**config.mk**
```make
export PLATFORM = sky130hd
export DESIGN_NAME = light_sel_sequencer_flat
export DESIGN_NICKNAME = d
export VERILOG_FILES = /design/src/rtl/light_pkg.sv /design/src/rtl/light_sel_sequencer_if.sv /design/src/rtl/light_tick_gen.sv /design/src/rtl/light_sel_sequencer.sv /design/src/flat_wrapper.sv
export SDC_FILE = /design/constraint.sdc
export NUM_CORES = 1
export LEC_CHECK = 0
export CORE_MARGIN = 2
export CORE_UTILIZATION = 30
export DETAILED_ROUTE_END_ITERATION = 8
export GPL_ROUTABILITY_DRIVEN = 0
export PLACE_DENSITY = 0.44
export SETUP_SLACK_MARGIN = 0.3
export SLEW_MARGIN = 15
export SYNTH_ARGS = -nofsm -noshare
export SYNTH_HDL_FRONTEND = slang
export SYNTH_SLANG_ARGS = --single-unit
```
**constraint.sdc**
```tcl
create_clock -name clk -period 3.45 [get_ports clk]
set_input_delay 0.345 -clock clk [delete_from_list [all_inputs] [get_ports clk]]
set_output_delay 0.345 -clock clk [all_outputs]
set_load 0.02 [all_outputs]
```
**src/rtl/light_pkg.sv**
```systemverilog
// Shared selector types for the light-line sequencer and the line managers.
// Optional feature macro used by dependent files: LIGHT_SEQ_DOWN_EN.
package light_pkg;

  localparam int SEL_W = 6;

  typedef logic [SEL_W-1:0] light_sel_t;

  localparam light_sel_t SEL_LAST = 6'd59;
  localparam light_sel_t SEL_ZERO = 6'd0;
  localparam light_sel_t SEL_ONE  = 6'd1;

  // Codes above the last valid selector load as zero.
  function automatic light_sel_t sel_clamp(input light_sel_t val, input light_sel_t max_val);
    light_sel_t res;
    if (val <= max_val) begin
      res = val;
    end else begin
      res = SEL_ZERO;
    end
    return res;
  endfunction

endpackage

```
**src/rtl/light_sel_sequencer_if.sv**
```systemverilog
// Control/status bundle of the selector sequencer.
// The dir signal exists only when LIGHT_SEQ_DOWN_EN is defined.
interface light_sel_sequencer_if;
  import light_pkg::*;

  logic       en;
  logic       load;
  light_sel_t load_val;
  light_sel_t sel;
  logic       step;
  logic       wrap;
`ifdef LIGHT_SEQ_DOWN_EN
  logic       dir;

  modport master (output en, output load, output load_val, output dir,
                  input sel, input step, input wrap);
  modport slave  (input en, input load, input load_val, input dir,
                  output sel, output step, output wrap);
`else
  modport master (output en, output load, output load_val,
                  input sel, input step, input wrap);
  modport slave  (input en, input load, input load_val,
                  output sel, output step, output wrap);
`endif

endinterface

```
**src/rtl/light_tick_gen.sv**
```systemverilog
// Prescaler: one-cycle tick every CLK_DIV enabled cycles; clr restarts the count.
module light_tick_gen #(
  parameter int CLK_DIV = 50000000
) (
  input  logic clk,
  input  logic rst_n,
  input  logic en,
  input  logic clr,
  output logic tick
);

  localparam int CNT_W = (CLK_DIV > 1) ? $clog2(CLK_DIV) : 1;
  localparam logic [CNT_W-1:0] CNT_LAST = CNT_W'(CLK_DIV - 1);
  localparam logic [CNT_W-1:0] CNT_ZERO = CNT_W'(0);
  localparam logic [CNT_W-1:0] CNT_ONE  = CNT_W'(1);

  logic [CNT_W-1:0] div_cnt_r;

  // Prescale counter; holds its partial count while disabled.
  always_ff @(posedge clk or negedge rst_n) begin
    if (!rst_n) begin
      div_cnt_r <= CNT_ZERO;
    end else if (clr) begin
      div_cnt_r <= CNT_ZERO;
    end else if (en) begin
      if (div_cnt_r == CNT_LAST) begin
        div_cnt_r <= CNT_ZERO;
      end else begin
        div_cnt_r <= div_cnt_r + CNT_ONE;
      end
    end else begin
      div_cnt_r <= div_cnt_r;
    end
  end

  assign tick = en && (div_cnt_r == CNT_LAST);

endmodule

```
**src/rtl/light_sel_sequencer.sv**
```systemverilog
// Selector sequencer: advances sel 0..SEL_MAX at a prescaled rate with step/wrap strobes.
// Define LIGHT_SEQ_DOWN_EN to add the dir input and down-counting.
module light_sel_sequencer
  import light_pkg::*;
#(
  parameter int         CLK_DIV = 50000000,
  parameter light_sel_t SEL_MAX = SEL_LAST
) (
  input  logic                  clk,
  input  logic                  rst_n,
  light_sel_sequencer_if.slave  bus
);

  logic       tick_s;
  light_sel_t sel_r;
  light_sel_t next_sel_s;
  logic       next_wrap_s;
  logic       step_r;
  logic       wrap_r;

  light_tick_gen #(
    .CLK_DIV (CLK_DIV)
  ) u_tick_gen (
    .clk   (clk),
    .rst_n (rst_n),
    .en    (bus.en),
    .clr   (bus.load),
    .tick  (tick_s)
  );

  // Next selector on a tick; an out-of-range code recovers to zero without a wrap.
  always_comb begin
    next_sel_s  = SEL_ZERO;
    next_wrap_s = 1'b0;
`ifdef LIGHT_SEQ_DOWN_EN
    if (bus.dir) begin
      if (sel_r > SEL_MAX) begin
        next_sel_s = SEL_ZERO;
      end else if (sel_r == SEL_ZERO) begin
        next_sel_s  = SEL_MAX;
        next_wrap_s = 1'b1;
      end else begin
        next_sel_s = sel_r - SEL_ONE;
      end
    end else
`endif
    if (sel_r > SEL_MAX) begin
      next_sel_s = SEL_ZERO;
    end else if (sel_r == SEL_MAX) begin
      next_sel_s  = SEL_ZERO;
      next_wrap_s = 1'b1;
    end else begin
      next_sel_s = sel_r + SEL_ONE;
    end
  end

  // Selector and strobes; load beats a coincident tick and emits no strobe.
  always_ff @(posedge clk or negedge rst_n) begin
    if (!rst_n) begin
      sel_r  <= SEL_ZERO;
      step_r <= 1'b0;
      wrap_r <= 1'b0;
    end else if (bus.load) begin
      sel_r  <= sel_clamp(bus.load_val, SEL_MAX);
      step_r <= 1'b0;
      wrap_r <= 1'b0;
    end else if (tick_s) begin
      sel_r  <= next_sel_s;
      step_r <= 1'b1;
      wrap_r <= next_wrap_s;
    end else begin
      sel_r  <= sel_r;
      step_r <= 1'b0;
      wrap_r <= 1'b0;
    end
  end

  assign bus.sel  = sel_r;
  assign bus.step = step_r;
  assign bus.wrap = wrap_r;

endmodule

```
**src/flat_wrapper.sv**
```systemverilog
// flat-port wrapper written by rule: the top's interface ports become plain ports
module light_sel_sequencer_flat import light_pkg::*;
#(
  parameter int         CLK_DIV = 50000000,
  parameter light_sel_t SEL_MAX = SEL_LAST
)
  (clk, rst_n, bus_en, bus_load, bus_load_val, bus_sel, bus_step, bus_wrap);
  light_sel_sequencer_if bus_i ();
  input  logic clk;
  input  logic rst_n;
  input wire logic [$bits(bus_i.en)-1:0] bus_en;
  input wire logic [$bits(bus_i.load)-1:0] bus_load;
  input wire logic [$bits(bus_i.load_val)-1:0] bus_load_val;
  output wire logic [$bits(bus_i.sel)-1:0] bus_sel;
  output wire logic [$bits(bus_i.step)-1:0] bus_step;
  output wire logic [$bits(bus_i.wrap)-1:0] bus_wrap;
  assign bus_i.en = bus_en;
  assign bus_i.load = bus_load;
  assign bus_i.load_val = bus_load_val;
  assign bus_sel = bus_i.sel;
  assign bus_step = bus_i.step;
  assign bus_wrap = bus_i.wrap;
  light_sel_sequencer #(.CLK_DIV(CLK_DIV), .SEL_MAX(SEL_MAX)) u_core (.clk(clk), .rst_n(rst_n), .bus(bus_i));
endmodule
```
==> run metrics, run 1 <==
run status=completed; DP HPWL=2910 um; Clock transition at path regs=0.08 ns; post-CTS resize count=0; Congestion Overflow GR=0; vias in the first global route=1465; Core ar.=0.00589 mm2; drc violations=0; synth-to-layout area growth=20.2%; Max-slew headroom=62.4%; Via density=5.10; R2R Setup Slk=0.94 ns; worst r2r path cells=5; Fin Setup TNS=0 ns; Worst EP required=3.62 ns; post-route setup slack=0.944 ns; VDD IR max=0.000152 V; Tmin final=2.51 ns; async set-reset flop share out of synthesis=100%; placed standard-cell area=0.00208 mm2; first-pass GRT wire length=7030 um; dpl ws=0.949 ns; Die Wd=82.0 um; top-level I/O count=18; P per Cell Area=392 mW/mm2; critical path class=reg -> reg; CP arrival=2.67 ns; Hold Vio Cnt, Final=0; Die ar.=0.00672 mm2; Post-CTS Hold Fix Bufs=0; # diodes=0; antenna violations before repair=0; htree depth=2; Syn. warnings=0; Static Leakage=0.000865 uW; Least-Margin Pin Slew=0.560 ns; #FFs+latches synth=34; Synth cell types=39; DRT Wirelength=4010 um; MaxCap Viol Count=0; fin nets=229; Post-DRT Antenna Nets=0; share of cells above drive strength 1=6.42%; DIE HEIGHT=82.0 um; Slew Limit Fails=0; Synth area leaders=dfrtp_1, xnor2_1, nor2_1; Final setup violation count=0; Post-synth EDFFs=0; Vias=1495; crit end category=flip-flop; RSZ-0062 raised after global routing=false; Seq/Total Area, Yosys=46.6%; Worst Hold Class=in -> async; Global Route Usage Sum=13.9%; CTS buffer count=5; worst hold slack=0.467 ns; Initial Util=31.0%; ys flop type=dfrtp_1; Pre-antenna DRT Iters=5; fin crit share=72.6%; wire length per cell=13.7 um; IO buf count=17; Row Count=28; syn nets=208; Crit Reg-Reg Endpoint=u_core.u_tick_gen.div_cnt_r[1]; Yosys top cell area share=46.6%; clk_lat worst skew=0.29 ns; DR iter-0 viols=65; post-layout instance area=0.00219 mm2; Setup Buffers After CTS=0; crit start category=flip-flop; most area-hungry cell type in the Yosys netlist=dfrtp_1; Worst Path Max Fanout=8; Syn Inst Count=196; Netlist Area Pre-Place=0.00182 mm2; clock sinks=34; pin count of the biggest net entering global routing=35; CTS tree=done; Critical R2R Launch=u_core.u_tick_gen.div_cnt_r[18]; Clock Skew=0.0105 ns; mean area per synthesized cell=9.31 um2; root buf cell=clkbuf_8; CTS max path bufs=2; Fmax achieved=0.399 GHz
cells in the final DEF (no fill, tap or decap), types with 6 or more instances in the layout:
cell              n
dfrtp_1          34
nor2_1           27
nand2_1          18
xnor2_1          17
clkdlybuf4s50_1  17
nor3_1            9
nand3_1           9
nand4_1           6
and3_1            6
a21oi_1           6
Yosys cell counts, drive strengths merged (4+ instances only):
cell / n
nand3: 9
dfrtp: 34
xor2: 5
nor3: 9
and3: 6
nor4: 5
a21boi: 4
nand2: 18
a21oi: 6
o21ai: 6
xnor2: 17
or3: 4
nand4: 6
nor2: 27
inv: 4
routing by layer:
layer / vias to the layer above / routed length (um) / GRT usage (%) / part of all wire [%]
met5: - / 0 / 0 / 0
met4: 0 / 35 / 5.83 / 0.87
met3: 2 / 200 / 3.74 / 5.0
met2: 41 / 1900 / 22.2 / 47
met1: 711 / 1880 / 17.7 / 47
li1: 741 / - / - / -
stage by stage:
step                      instances  utilization, %  power (uW)
after floorplan                 196               -         468
after global placement          285            35.4         514
after detailed placement        285            35.4         515
after CTS                       293            37.3         878
after global routing            293            37.3         908
final                           293            37.3         861
sequential cells by signal, indices dropped and copies added (netlist names):
signal                       flops
u_core.bus.step                  1
u_core.bus.sel                   6
u_core.bus.wrap                  1
u_core.u_tick_gen.div_cnt_r     26
report_power, final:
group          internal (uW)  switching [uW]  leakage (uW)
clock                    212             143     0.0000579
sequential               407            15.0      0.000463
combinational           40.5            42.7      0.000344
layout make-up:
type,count,area [um2]
multi-input combinational,152,932
clock buffer,5,68.8
tap,75,93.8
clock inverter,3,40.0
sequential,34,851
inverter,4,15.0
fill,597,3690
timing repair buffer,20,193
logic make-up (layout without fill, tap and decap cells):
logic type	after synthesis	count (layout)	share of synthesized area (%)
DFF	34	34	46.6
muxes	1	1	0.549
adders and majority gates	3	3	1.92
xor gates and xnor gates	22	22	10.6
and+or+nand+nor	98	98	27.3
AOI/OAI and AO/OA	28	28	10.8
buffers and inverters	10	32	2.26
worst max path at each step:
stage / startpoint / end / slack [ns] / cells past startpoint
CTS: u_core.u_tick_gen.div_cnt_r[18] / u_core.u_tick_gen.div_cnt_r[8] / 0.92 / 5
finish: u_core.u_tick_gen.div_cnt_r[18] / u_core.u_tick_gen.div_cnt_r[1] / 0.94 / 5
detailed placement: u_core.u_tick_gen.div_cnt_r[18] / u_core.u_tick_gen.div_cnt_r[21] / 0.95 / 5
global placement: u_core.u_tick_gen.div_cnt_r[18] / u_core.u_tick_gen.div_cnt_r[11] / 0.95 / 5
global route: u_core.u_tick_gen.div_cnt_r[18] / u_core.u_tick_gen.div_cnt_r[8] / 0.82 / 5
floorplan: u_core.u_tick_gen.div_cnt_r[18] / u_core.u_tick_gen.div_cnt_r[1] / 1.13 / 6
critical path, cell delays in order, from the launching register on:
cell and delay [ns]:
dfrtp_1 0.42, or4_1 0.55, or4_1 0.68, or4_1 0.57, nand3_1 0.10, a21oi_1 0.07
(Power assumes the default switching activity.)
==> inputs of run 2 (changes only) <==
==> constraint.sdc (replaced) <==
create_clock -name clk -period 2.35 [get_ports clk]
set_input_delay 0.235 -clock clk [delete_from_list [all_inputs] [get_ports clk]]
set_output_delay 0.235 -clock clk [all_outputs]
set_load 0.02 [all_outputs]
==> run 2 against run 1 <==
Register-to-register slack got worse by 0.83 ns. Global-route usage grew 1.0 points. Worst hold slack worse by 0.11 ns.
==> run metrics, run 2 (synthesis results as in run 1) <==
Worst Path Max Fanout=7 (was 8); fin crit share=95.0% (was 72.6%); DIE HEIGHT=82.0 um (unchanged); CP max-delay cell=or4_4 (was or4_1); Clock Skew=0.0106 ns (was 0.0105 ns); MaxCap Viol Count=0 (unchanged); R2R Setup Slk=0.12 ns (was 0.94 ns); Critical R2R Launch=u_core.u_tick_gen.div_cnt_r[8] (was u_core.u_tick_gen.div_cnt_r[18]); most frequent CP cell=or4_4 (was or4_1); Clock transition at path regs=0.08 ns (about the same); CP cell instances=or4_4 -> or4_4 -> or4_4 -> nand3_2 -> a21oi_2 (was or4_1 -> or4_1 -> or4_1 -> nand3_1 -> a21oi_1); CP bufs+invs=0 (unchanged); clock sinks=34 (unchanged); Pre-antenna DRT Iters=4 (was 5); Die ar.=0.00672 mm2 (unchanged); Hold Vio Cnt, Final=0 (unchanged); Slew Limit Fails=0 (unchanged); worst r2r path cells=5 (unchanged); top-level I/O count=18 (unchanged); Via density=5.10 (about the same); CTS buffer count=5 (unchanged); crit end category=flip-flop (unchanged); clk_lat worst skew=0.29 ns (about the same); first-pass GRT wire length=7600 um (was 7030 um); crit start category=flip-flop (unchanged); Post-DRT Antenna Nets=0 (unchanged); run status=completed (unchanged); delay-heaviest family, CP=simple AND/OR/NAND/NOR gates (unchanged); VDD IR max=0.000255 V (was 0.000152 V); Vias=1567 (was 1495); Congestion Overflow GR=0 (unchanged); pin count of the biggest net entering global routing=35 (unchanged); Die Wd=82.0 um (unchanged); final std cells w/o fill=307 (was 293); wire length per cell=14.5 um (was 13.7 um); fin nets=243 (was 229); fin util=39.8% (was 37.3%); drc violations=0 (unchanged); Static Leakage=0.000941 uW (was 0.000865 uW); DRT Wirelength=4440 um (was 4010 um); Least-Margin Pin Slew=0.445 ns (was 0.560 ns); most common cell after layout, fill and taps aside=dfrtp_1 (unchanged); commonest non-fill, non-tap cells in the layout=dfrtp_1, nor2_1, nand2_1 (was dfrtp_1, nor2_1, nand2_1, xnor2_1, clkdlybuf4s50_1); CTS tree=done (unchanged); Fin Setup TNS=0 ns (unchanged); Tmin final=2.23 ns (was 2.51 ns); Worst Hold Class=in -> async (unchanged); share of cells above drive strength 1=16.4% (was 6.42%); critical path class=reg -> reg (unchanged); Worst path max stage delay=0.58 ns (was 0.68 ns); Initial Util=31.0% (unchanged); P per Cell Area=542 mW/mm2 (was 392 mW/mm2); most flop-heavy register=u_core.u_tick_gen.div_cnt_r (unchanged); CTS max path bufs=2 (unchanged); Global Route Usage Sum=14.9% (was 13.9%); flip-flop count of the largest register after layout=26 (unchanged); RSZ-0062 raised after global routing=true (was false); # diodes=0 (unchanged); CP arrival=2.42 ns (was 2.67 ns); vias in the first global route=1622 (was 1465); Final setup violation count=0 (unchanged); worst hold slack=0.359 ns (was 0.467 ns); root buf cell=clkbuf_8 (unchanged); Max-slew headroom=70.3% (was 62.4%); Row Count=28 (unchanged); antenna violations before repair=0 (unchanged); Post-CTS Hold Fix Bufs=0 (unchanged); Worst EP required=2.53 ns (was 3.62 ns); DR iter-0 viols=41 (was 65); Fmax achieved=0.448 GHz (was 0.399 GHz); DP Cell Count=297 (was 285); synth-to-layout area growth=28.3% (was 20.2%); IO buf count=17 (unchanged); htree depth=2 (unchanged); FILL cells=597 (unchanged); Core ar.=0.00589 mm2 (unchanged); DP HPWL=3200 um (was 2910 um); Crit Reg-Reg Endpoint=u_core.u_tick_gen.div_cnt_r[1] (unchanged)
-- run 2: layer usage --
metal / up-vias / part of all wire [%] / track usage [%]
met2: 25 / 50 / 26.3
li1: 767 / - / -
met5: - / 0 / 0
met4: 0 / 1.2 / 4.67
met1: 770 / 45 / 17.8
met3: 5 / 4.0 / 3.74
-- run 2: layout make-up --
type / count / area [um2] / share of cell area (%)
multi-input cells: 152 / 973 / 41.6
flip-flops and latches: 34 / 851 / 36.3
repair buffers: 34 / 298 / 12.7
clock buffers: 8 / 110 / 4.70
well taps: 75 / 93.8 / 4.01
inverters: 4 / 15.0 / 0.641
-- run 2: worst register-to-register path, delay by kind of cell, from the launching register on --
kind | cells | cell delay [ns]
and+or+nand+nor | 4 | 1.69
DFF | 1 | 0.39
AOI/OAI and AO/OA | 1 | 0.05
-- run 2: what timing repair did --
action / CTS / global route
pin swaps: 0 / 1
cloned: 0 / 0
setup buffers: 1 / 1
endpoints found under the setup margin: 31 / 30
gates resized for setup: 2 / 7
-- run 2: worst max-delay path by stage --
stage / end / from / slack [ns] / cells after the start
floorplan: u_core.u_tick_gen.div_cnt_r[1] / u_core.u_tick_gen.div_cnt_r[10] / 0.11 / 6
global placement: u_core.u_tick_gen.div_cnt_r[1] / u_core.u_tick_gen.div_cnt_r[11] / 0.06 / 5
detailed placement: u_core.u_tick_gen.div_cnt_r[1] / u_core.u_tick_gen.div_cnt_r[11] / -0.004 / 5
CTS: u_core.u_tick_gen.div_cnt_r[1] / u_core.u_tick_gen.div_cnt_r[11] / 0.11 / 5
global route: u_core.bus.sel[2] / u_core.u_tick_gen.div_cnt_r[18] / 0.05 / 5
finish: u_core.u_tick_gen.div_cnt_r[1] / u_core.u_tick_gen.div_cnt_r[8] / 0.12 / 5
-- run 2: metrics by stage --
| stage | total power [uW] | setup WS (ns) | area (um2) |
|---|---|---|---|
| detailed placement | 763 | -0.00404 | 2180 |
| global route | 1330 | 0.0525 | 2340 |
| global placement | 760 | 0.0619 | 2180 |
| CTS | 1280 | 0.114 | 2300 |
| finish | 1270 | 0.117 | 2340 |
| floorplan | 690 | 0.109 | 1850 |
-- run 2: power breakdown --
part	internal, uW	switching, uW	total [uW]
Sequential	598	22.3	620
Combinational	66.8	67.5	134
Clock	296	218	514
